<file path="config.mk">
export PLATFORM = sky130hd
export DESIGN_NAME = csr_timer_unit
export DESIGN_NICKNAME = d
export VERILOG_FILES = /design/src/rtl/csr_pkg.sv /design/src/rtl/csr_timer_core.sv /design/src/rtl/csr_timer_unit.sv
export SDC_FILE = /design/constraint.sdc
export NUM_CORES = 2
export LEC_CHECK = 0
export CAP_MARGIN = 20
export CORE_MARGIN = 1
export CORE_UTILIZATION = 45
export CTS_CLUSTER_SIZE = 30
export DETAILED_ROUTE_END_ITERATION = 12
export PLACE_DENSITY = 0.67
export SLEW_MARGIN = 10
export SYNTH_ARGS = -nofsm -noshare
export SYNTH_HDL_FRONTEND = slang
export SYNTH_SLANG_ARGS = --single-unit
</file>
<file path="constraint.sdc">
create_clock -name clk -period 3.5 [get_ports clk]
set_clock_uncertainty 0.2 [all_clocks]
set_input_delay 0.35 -clock clk [delete_from_list [all_inputs] [get_ports clk]]
set_output_delay 0.35 -clock clk [all_outputs]
set_load 0.01 [all_outputs]
</file>
<file path="src/rtl/csr_pkg.sv">
// csr_pkg: LoongArch CSR numbers, field positions, writable masks and the masked-write helper
package csr_pkg;
  localparam logic [13:0] CSR_CRMD   = 14'h00;
  localparam logic [13:0] CSR_PRMD   = 14'h01;
  localparam logic [13:0] CSR_ECFG   = 14'h04;
  localparam logic [13:0] CSR_ESTAT  = 14'h05;
  localparam logic [13:0] CSR_ERA    = 14'h06;
  localparam logic [13:0] CSR_BADV   = 14'h07;
  localparam logic [13:0] CSR_EENTRY = 14'h0c;
  localparam logic [13:0] CSR_SAVE0  = 14'h30;
  localparam logic [13:0] CSR_TID    = 14'h40;
  localparam logic [13:0] CSR_TCFG   = 14'h41;
  localparam logic [13:0] CSR_TVAL   = 14'h42;
  localparam logic [13:0] CSR_TICLR  = 14'h44;
  localparam int PLV = 0;
  localparam int IE = 2;
  localparam int DA = 3;
  localparam int PPLV = 0;
  localparam int PIE = 2;
  localparam int LIE = 0;
  localparam int IS = 0;
  localparam int ECODE = 16;
  localparam int ESUBCODE = 22;
  localparam int VA = 0;
  localparam int TCFG_EN = 0;
  localparam int TCFG_PERIODIC = 1;
  localparam int TI_BIT = 11;
  localparam logic [12:0] ECFG_WMASK = 13'h1bff;
  function automatic logic [31:0] mwr(input logic [31:0] old, input logic [31:0] wdata, input logic [31:0] wmask);
    return (wdata & wmask) | (old & ~wmask);
  endfunction
endpackage

</file>
<file path="src/rtl/csr_timer_core.sv">
// csr_timer_core: TCFG/TVAL countdown and TI flag (clk, resetn, tcfg_we, ti_clr, wdata/wmask in; tcfg, tval, ti out)
module csr_timer_core import csr_pkg::*; #(
  parameter int TIMER_W = 32
) (
  input  logic               clk,
  input  logic               resetn,
  input  logic               tcfg_we,
  input  logic               ti_clr,
  input  logic [TIMER_W-1:0] wdata,
  input  logic [TIMER_W-1:0] wmask,
  output logic [TIMER_W-1:0] tcfg,
  output logic [TIMER_W-1:0] tval,
  output logic               ti
);
  logic [TIMER_W-1:0] tcfg_new, reload;
  logic fire;
  always_comb begin
    tcfg_new = (wdata & wmask) | (tcfg & ~wmask);
    reload = {tcfg[TIMER_W-1:2], 2'b00};
    fire = tcfg[TCFG_EN] && !tcfg_we && tval == '0;
  end
  always_ff @(posedge clk or negedge resetn)
    if (!resetn) begin
      tcfg <= '0;
      tval <= '0;
      ti <= 1'b0;
    end else begin
      if (tcfg_we) begin
        tcfg <= tcfg_new;
        tval <= {tcfg_new[TIMER_W-1:2], 2'b00};
      end else if (tcfg[TCFG_EN]) begin
        if (tval != '0) tval <= tval - TIMER_W'(1);
        else if (tcfg[TCFG_PERIODIC]) tval <= reload;
        else tcfg[TCFG_EN] <= 1'b0;
      end
      ti <= fire | (ti & ~ti_clr);
    end
endmodule

</file>
<file path="src/rtl/csr_timer_unit.sv">
// csr_timer_unit: CSR file (mode, exception, SAVE, timer, stable counter); EX read port, WB write/ex/ertn, entry PCs, interrupt request
module csr_timer_unit import csr_pkg::*; #(
  parameter int          SAVE_NUM = 4,
  parameter int          TIMER_W  = 32,
  parameter logic [31:0] TID_RST  = 32'h0
) (
  input  logic        clk,
  input  logic        resetn,
  input  logic [7:0]  hw_int_in,
  input  logic        ipi_int_in,
  input  logic        csr_re,
  input  logic [13:0] csr_rnum,
  output logic [31:0] csr_rdata,
  input  logic        csr_we,
  input  logic [13:0] csr_wnum,
  input  logic [31:0] csr_wmask,
  input  logic [31:0] csr_wdata,
  input  logic        wb_ex,
  input  logic [5:0]  wb_ecode,
  input  logic [8:0]  wb_esubcode,
  input  logic [31:0] wb_pc,
  input  logic        wb_badv_we,
  input  logic [31:0] wb_vaddr,
  input  logic        ertn_flush,
  output logic [31:0] ex_entry,
  output logic [31:0] er_entry,
  output logic        has_int,
  output logic [63:0] cnt_value,
  output logic [31:0] cnt_id
);
  logic [1:0] plv, pplv, is_sw;
  logic ie, pie, ipi, ti;
  logic [7:0] is_hw;
  logic [12:0] lie, is_all;
  logic [5:0] ecode;
  logic [8:0] esubcode;
  logic [25:0] eentry;
  logic [31:0] era, badv, tid, wbits, rdata;
  logic [31:0] save [16];
  logic [TIMER_W-1:0] tcfg, tval;
  logic we_crmd, we_prmd, we_ecfg, we_estat, we_era, we_badv, we_eentry, we_tid, we_tcfg, we_ticlr;
  logic we_save, rsave_hit;
  always_comb begin
    wbits = csr_wdata & csr_wmask;
    we_crmd = csr_we && csr_wnum == CSR_CRMD;
    we_prmd = csr_we && csr_wnum == CSR_PRMD;
    we_ecfg = csr_we && csr_wnum == CSR_ECFG;
    we_estat = csr_we && csr_wnum == CSR_ESTAT;
    we_era = csr_we && csr_wnum == CSR_ERA;
    we_badv = csr_we && csr_wnum == CSR_BADV;
    we_eentry = csr_we && csr_wnum == CSR_EENTRY;
    we_tid = csr_we && csr_wnum == CSR_TID;
    we_tcfg = csr_we && csr_wnum == CSR_TCFG;
    we_ticlr = csr_we && csr_wnum == CSR_TICLR;
    we_save = csr_we && csr_wnum[13:4] == CSR_SAVE0[13:4] && 32'(csr_wnum[3:0]) < SAVE_NUM;
    rsave_hit = csr_rnum[13:4] == CSR_SAVE0[13:4] && 32'(csr_rnum[3:0]) < SAVE_NUM;
    is_all = {ipi, ti, 1'b0, is_hw, is_sw};
  end
  always_comb begin
    rdata = '0;
    case (csr_rnum)
      CSR_CRMD:   rdata = {28'b0, 1'b1, ie, plv};
      CSR_PRMD:   rdata = {29'b0, pie, pplv};
      CSR_ECFG:   rdata = {19'b0, lie};
      CSR_ESTAT:  rdata = {1'b0, esubcode, ecode, 3'b0, is_all};
      CSR_ERA:    rdata = era;
      CSR_BADV:   rdata = badv;
      CSR_EENTRY: rdata = {eentry, 6'b0};
      CSR_TID:    rdata = tid;
      CSR_TCFG:   rdata = 32'(tcfg);
      CSR_TVAL:   rdata = 32'(tval);
      default:    rdata = rsave_hit ? save[csr_rnum[3:0]] : '0;
    endcase
  end
  assign csr_rdata = csr_re ? rdata : '0;
  assign ex_entry = {eentry, 6'b0};
  assign er_entry = era;
  assign cnt_id = tid;
  assign has_int = |(is_all & lie) & ie;
  csr_timer_core #(.TIMER_W(TIMER_W)) u_timer (
    .clk,
    .resetn,
    .tcfg_we(we_tcfg),
    .ti_clr(we_ticlr & wbits[0]),
    .wdata(csr_wdata[TIMER_W-1:0]),
    .wmask(csr_wmask[TIMER_W-1:0]),
    .tcfg,
    .tval,
    .ti
  );
  always_ff @(posedge clk or negedge resetn)
    if (!resetn) begin
      {plv, ie, pplv, pie} <= '0;
      {lie, is_sw, is_hw, ipi, ecode, esubcode} <= '0;
      {badv, eentry} <= '0;
      tid <= TID_RST;
      cnt_value <= '0;
    end else begin
      is_hw <= hw_int_in;
      ipi <= ipi_int_in;
      cnt_value <= cnt_value + 64'd1;
      if (wb_ex) begin
        {pie, pplv} <= {ie, plv};
        {ie, plv} <= 3'b000;
        ecode <= wb_ecode;
        esubcode <= wb_esubcode;
      end else if (ertn_flush) begin
        {ie, plv} <= {pie, pplv};
      end else begin
        if (we_crmd) {ie, plv} <= wbits[2:0] | ({ie, plv} & ~csr_wmask[2:0]);
        if (we_prmd) {pie, pplv} <= wbits[2:0] | ({pie, pplv} & ~csr_wmask[2:0]);
      end
      if (we_ecfg) lie <= (wbits[12:0] | (lie & ~csr_wmask[12:0])) & ECFG_WMASK;
      if (we_estat) is_sw <= wbits[1:0] | (is_sw & ~csr_wmask[1:0]);
      if (wb_ex && wb_badv_we) badv <= wb_vaddr;
      else if (we_badv) badv <= mwr(badv, csr_wdata, csr_wmask);
      if (we_eentry) eentry <= wbits[31:6] | (eentry & ~csr_wmask[31:6]);
      if (we_tid) tid <= mwr(tid, csr_wdata, csr_wmask);
    end
  // ERA and SAVE carry no reset so they map onto plain enable flops
  always_ff @(posedge clk) begin
    if (wb_ex) era <= wb_pc;
    else if (we_era) era <= mwr(era, csr_wdata, csr_wmask);
    for (int i = 0; i < 16; i++)
      if (we_save && csr_wnum[3:0] == 4'(i)) save[i] <= mwr(save[i], csr_wdata, csr_wmask);
  end
endmodule

</file>
# Word level (Yosys, flattened, before mapping)
# Memories as Yosys holds them, arrays and structs flattened.
# Cells that the tools add are included.
# totals
register_bits	295
inputBits	187
mem_bits_rw	512
memories	1
wordCells	288
# mem_list
name	depth	word_bits	read_ports	rd_ports_with_merged_regs	wr	line	text
save	16	32	17	0	1	csr_timer_unit.sv:39	logic [31:0] save [16];
# classes
n_reduce_logical	62
n_eq_ne	36
n_lt_le_gt_ge	2
add_sub_neg	2
n_mux	104
n_bitwise	62
# ops
operator	count
two-way mux 32 bit	25
AND 32 bit	21
OR 32 bit	20
OR reduction 32 bit	15
case mux 32 bit (10 select lines)	1
== test 14 x 3 -> 1 bit, second input constant	8
== test 14 x 7 -> 1 bit, second input constant	6
adder 64 x 1 -> 64 bit, second input constant	1
two-way mux 4 bit	15
two-way mux 1 bit	57
== test 4 bit, second input constant	8
logical AND 1 bit	32
logical NOT 32 bit	1
NOT 32 bit	1
nonzero test 32 bit	1
subtractor 32 x 1 -> 32 bit, second input constant	1
== test 14 x 1 -> 1 bit, second input constant	2
== test 14 x 4 -> 1 bit, second input constant	2
logical NOT 14 bit	2
AND 13 bit	2
AND 26 bit	1
NOT 26 bit	1
OR 26 bit	1
== test 10 x 2 -> 1 bit, second input constant	2
other kinds (23)	42

# Logic depth before layout (Yosys ltp)
# logic_depth
depth_word	22
mapped_depth	10

# Cells and area by module
# From an unflattened synthesis, not the netlist that was laid out.
# unflattened
hier_cells	2079
hier_area_um2	22660.5
# modules_own_cells
module	seq_area_each_um2	area_each_um2	cells_each	instances
csr_timer_unit	9759.4	18522.8	1628	1
csr_timer_core	1626.6	4137.7	451	1

# Worst setup path after synthesis
# No wires, ideal clock.
# synth_path
kind	input to output
start	in csr_rnum[1]
end	out csr_rdata[18]
setup_slack_ns	0.502
required_ns	2.950
stages	6
path_buffers	3
arrival_time_ns	2.448
cell_sequence	clkbuf_1 buf_1 buf_1 mux4_2 a22oi_1 a21oi_1
# synth_between
elab_chain_cells	5
elab_cells_between_ends	16
# synth_lines
element	line	text
start, declared	csr_timer_unit.sv:12	input logic [13:0] csr_rnum,
< comparator 4 x 3 -> 1 bit	csr_timer_unit.sv:56	rsave_hit = csr_rnum[13:4] == CSR_SAVE0[13:4] && 32'(csr_rnum[3:0]) < SAVE_NUM;
logical AND 1 bit	csr_timer_unit.sv:56	
two-way mux 32 bit	csr_timer_unit.sv:72	default: rdata = rsave_hit ? save[csr_rnum[3:0]] : '0;
case mux 32 bit (10 select lines) *	csr_timer_unit.sv:61	case (csr_rnum)
two-way mux 32 bit *	csr_timer_unit.sv:75	assign csr_rdata = csr_re ? rdata : '0;
end, declared	csr_timer_unit.sv:13	output logic [31:0] csr_rdata,
# Every way passes the cells marked *; elsewhere a longest branch is shown, timed or not.

# Worst setup path in the final report
# layout_path
start	in csr_rnum[12]
end	out csr_rdata[20]
# layout_between
elab_chain_cells	5
elab_cells_between_ends	15
# layout_lines
element	line
== test 10 x 2 -> 1 bit	csr_timer_unit.sv:56
logical AND 1 bit	csr_timer_unit.sv:56
two-way mux 32 bit	csr_timer_unit.sv:72
case mux 32 bit (10 select lines) *	csr_timer_unit.sv:61
two-way mux 32 bit *	csr_timer_unit.sv:75
# Marked as above.

==> metrics <==
number of flops mapped to enable cells by yosys=160; vias in the first global route=between 15000 and 20000; H-tree depth=2; Iteration-0 DRC Markers=between 1500 and 2000; Avg Synthesized Cell Area=10.58 um2; synthesized area=0.02201 mm2; most frequent cell on the critical path=sky130_fd_sc_hd__buf_4; outcome=completed; unrepaired setup endpoints after global routing=yes; number of nets in the layout=2658; layout cells sized above 1=14.85%; total iterations of the first detailed-routing run=6; post-route clock period utilization=98.43%; Finished Core Util=about three fifths; startpoint-to-endpoint class of the critical path=primary input to output port; number of sinks driven by the clock tree=between 400 and 500; #FFs+latches synth=423; Top Family by Delay on Critical Path=buffers and inverters; number of DRC violations after detailed routing=0; DRT antenna net count=0; clock transition at the register clock pins on the worst setup and hold paths after CTS=60 ps; number of violations of the max-capacitance limit=0; relative area change from synthesis to final layout=30.21%; count of vias placed by the detailed router=18650; sequential area share after synthesis=51.72%; global placer's final weighted congestion=0.9233; leading register cell type out of synthesis=sky130_fd_sc_hd__dfrtp_1; Routed WL per cell=23.67 um; Die Height=223.2 um; most area-consuming cells after synthesis=sky130_fd_sc_hd__dfrtp_1, sky130_fd_sc_hd__edfxtp_1, sky130_fd_sc_hd__nand2_1; full die area=0.04981 mm2; count of final setup violators=0; Slowest Stage Delay on Critical Path=between 500 and 600 ps; final worst path period need=between 3000 and 4000 ps; min setup slack post-route=54.80 ps; initial standard-cell utilization of the core=45.82%; Cells after Synth=between 2000 and 2500; Max Freq=0.2903 GHz; Static Leakage=around 0.012 uW; wire length of the first global-routing pass=112.7 mm; Worst-Margin Slew=just under 800 ps; antenna violations before repair=1; post-synth cell types=80; Synth top area share=29.89%; power density cells=roughly 390 mW/mm2; maximum number of pins on one net before global-route repair=between 100 and 150; Post-synth ARST share=62.17%; Crit path required time=2950 ps; worst endpoint data arrival time=2900 ps; total global routing overflow=0; cell type contributing the most total cell area after synthesis=sky130_fd_sc_hd__dfrtp_1; final-report max-slew violation count=0; worst skew pair latency=580 ps; TritonCTS Buffers=46; clock tree root buffer cell=sky130_fd_sc_hd__clkbuf_16; hold crit path type=primary input to register; HPWL reported at the end of detailed placement=51.90 mm; Placement Setup Slack=-304.8 ps; Buf+Inv Stages, Crit Path=5; CTS max path bufs=3; launching element type of the critical path=primary input; antenna diode count=0; Final Hold Violating Endpoints=0; standard cell core area=0.04805 mm2; Setup crit end kind=output port; via density per instance=5.978; clock tree from TritonCTS=done; buffers added on ports=373; worst vdd rail ir drop=375.3 uV; total number of placement rows=80; Crit Path Max Fanout=3; cell with the biggest individual delay on the critical path=sky130_fd_sc_hd__clkdlybuf4s50_1; worst rel slew slack=47.28%; cells along the critical path=clkdlybuf4s50_1 -> nor4_2 -> buf_4 -> buf_4 -> and3_1 -> and3_2 -> a22oi_1 -> a21o_1 -> a21oi_1 -> buf_4 -> clkdlybuf4s50_1; io pins=380; Syn. warnings=0; global-route total usage across every layer=29.56%; total wire length=between 70 and 80 mm; die width=223.2 um
worst reg2reg max path, stage by stage (launching register included):
cell and delay (ps):
sky130_fd_sc_hd__dfrtp_1 430, sky130_fd_sc_hd__or4_1 630, sky130_fd_sc_hd__or3_1 530, sky130_fd_sc_hd__o31ai_2 700, sky130_fd_sc_hd__buf_6 240, sky130_fd_sc_hd__a31oi_1 50, sky130_fd_sc_hd__o21ai_0 150, sky130_fd_sc_hd__o21ai_0 100
path summary, 6_finish.rpt:
check,from,to,slack (ps),cells past startpoint
max reg2reg,u_timer.tval[6]$_DFFE_PN0P_,u_timer.tval[12]$_DFFE_PN0P_,360,7
min in group asynchronous,resetn,cnt_value[56]$_DFF_PN0_,170,2
min reg2reg,cnt_value[54]$_DFF_PN0_,cnt_value[54]$_DFF_PN0_,280,1
max,csr_rnum[12],csr_rdata[20],50,11
min,hw_int_in[6],is_hw[6]$_DFF_PN0_,20,1
max in group asynchronous,resetn,asynchronous set/reset pin,1910,3
repair_timing:
item / CTS / global route
hold buffers: 3 / 0
hold endpoints to repair: 93 / 0
pin swaps: 2 / 6
gates cloned: 1 / 0
gates resized for setup: 19 / 35
endpoints found under the setup margin: 31 / 25
buffers inserted: 1 / 1
per-stage QoR:
step	cells	total power [uW]	area, um2	TNS, ps	hold WS [ps]
2_1_floorplan	2086	5866	22030	0	-145.6
3_3_place_gp	3028	6462	26980	-5956	250.1
3_5_place_dp	3029	6485	26990	-5376	251.3
4_1_cts	3119	11310	28550	-204.4	1.339
5_1_grt	3120	11590	28670	-59.05	2.183
6_report	3120	11250	28670	0	17.47
cells by family (layout without fill, tap and decap cells):
logic type               Yosys count  after routing  share of synthesized area, %
AND/OR/NAND/NOR                  808            808                         17.87
flip-flops                       423            423                         51.72
AO/OA/AOI/OAI                    401            401                         12.12
multiplexers                     205            205                         12.30
buffers and inverters            177            596                         3.302
XOR/XNOR                          63             63                         2.506
adder cells (fa/ha/maj)            3              3                        0.1705
other                              1              6                       0.01703
layer usage:
| metal | GRT usage [%] | up-vias | wire (um) |
|---|---|---|---|
| met5 | 0 | - | 0 |
| met4 | 9.121 | 0 | 2212 |
| met3 | 6.190 | 143 | 6504 |
| met2 | 48.52 | 873 | 35060 |
| met1 | 39.29 | 9297 | 30070 |
| li1 | - | 8337 | - |
layout make-up:
type	count	area, um2
inverters	21	78.83
clock buffers	77	1379
flip-flops and latches	423	11390
repair buffers	490	4896
multi-input cells	1486	10060
well taps	615	769.5
fillers	3997	19380
clock inverters	8	96.34
power breakdown:
group	total [uW]	switching (uW)	internal, uW
clock network	4850	2030	2820
logic	1060	566	497
registers	5340	69.9	5270
synthesized netlist by cell type, types with 56 or more instances:
cell and n:
sky130_fd_sc_hd__nand3_1 63, sky130_fd_sc_hd__edfxtp_1 160, sky130_fd_sc_hd__mux2_2 104, sky130_fd_sc_hd__o21ai_0 128
sky130_fd_sc_hd__clkbuf_1 128, sky130_fd_sc_hd__and2_1 134, sky130_fd_sc_hd__a21oi_1 56, sky130_fd_sc_hd__nand2_1 341
sky130_fd_sc_hd__mux2i_1 59, sky130_fd_sc_hd__nor2_1 101, sky130_fd_sc_hd__dfrtp_1 263
cell usage in the layout (no fill, tap or decap), types with 59 or more instances in the layout:
cell | synthesis | final
sky130_fd_sc_hd__mux2_2 | 104 | 104
sky130_fd_sc_hd__nand3_1 | 63 | 63
sky130_fd_sc_hd__clkdlybuf4s50_1 | 0 | 339
sky130_fd_sc_hd__edfxtp_1 | 160 | 160
sky130_fd_sc_hd__dfrtp_1 | 263 | 263
sky130_fd_sc_hd__o21ai_0 | 128 | 128
sky130_fd_sc_hd__and2_1 | 134 | 133
sky130_fd_sc_hd__buf_4 | 6 | 94
sky130_fd_sc_hd__nor2_1 | 101 | 95
sky130_fd_sc_hd__nand2_1 | 341 | 340
sky130_fd_sc_hd__mux2i_1 | 59 | 59
Power figures use the tool's default switching activity.
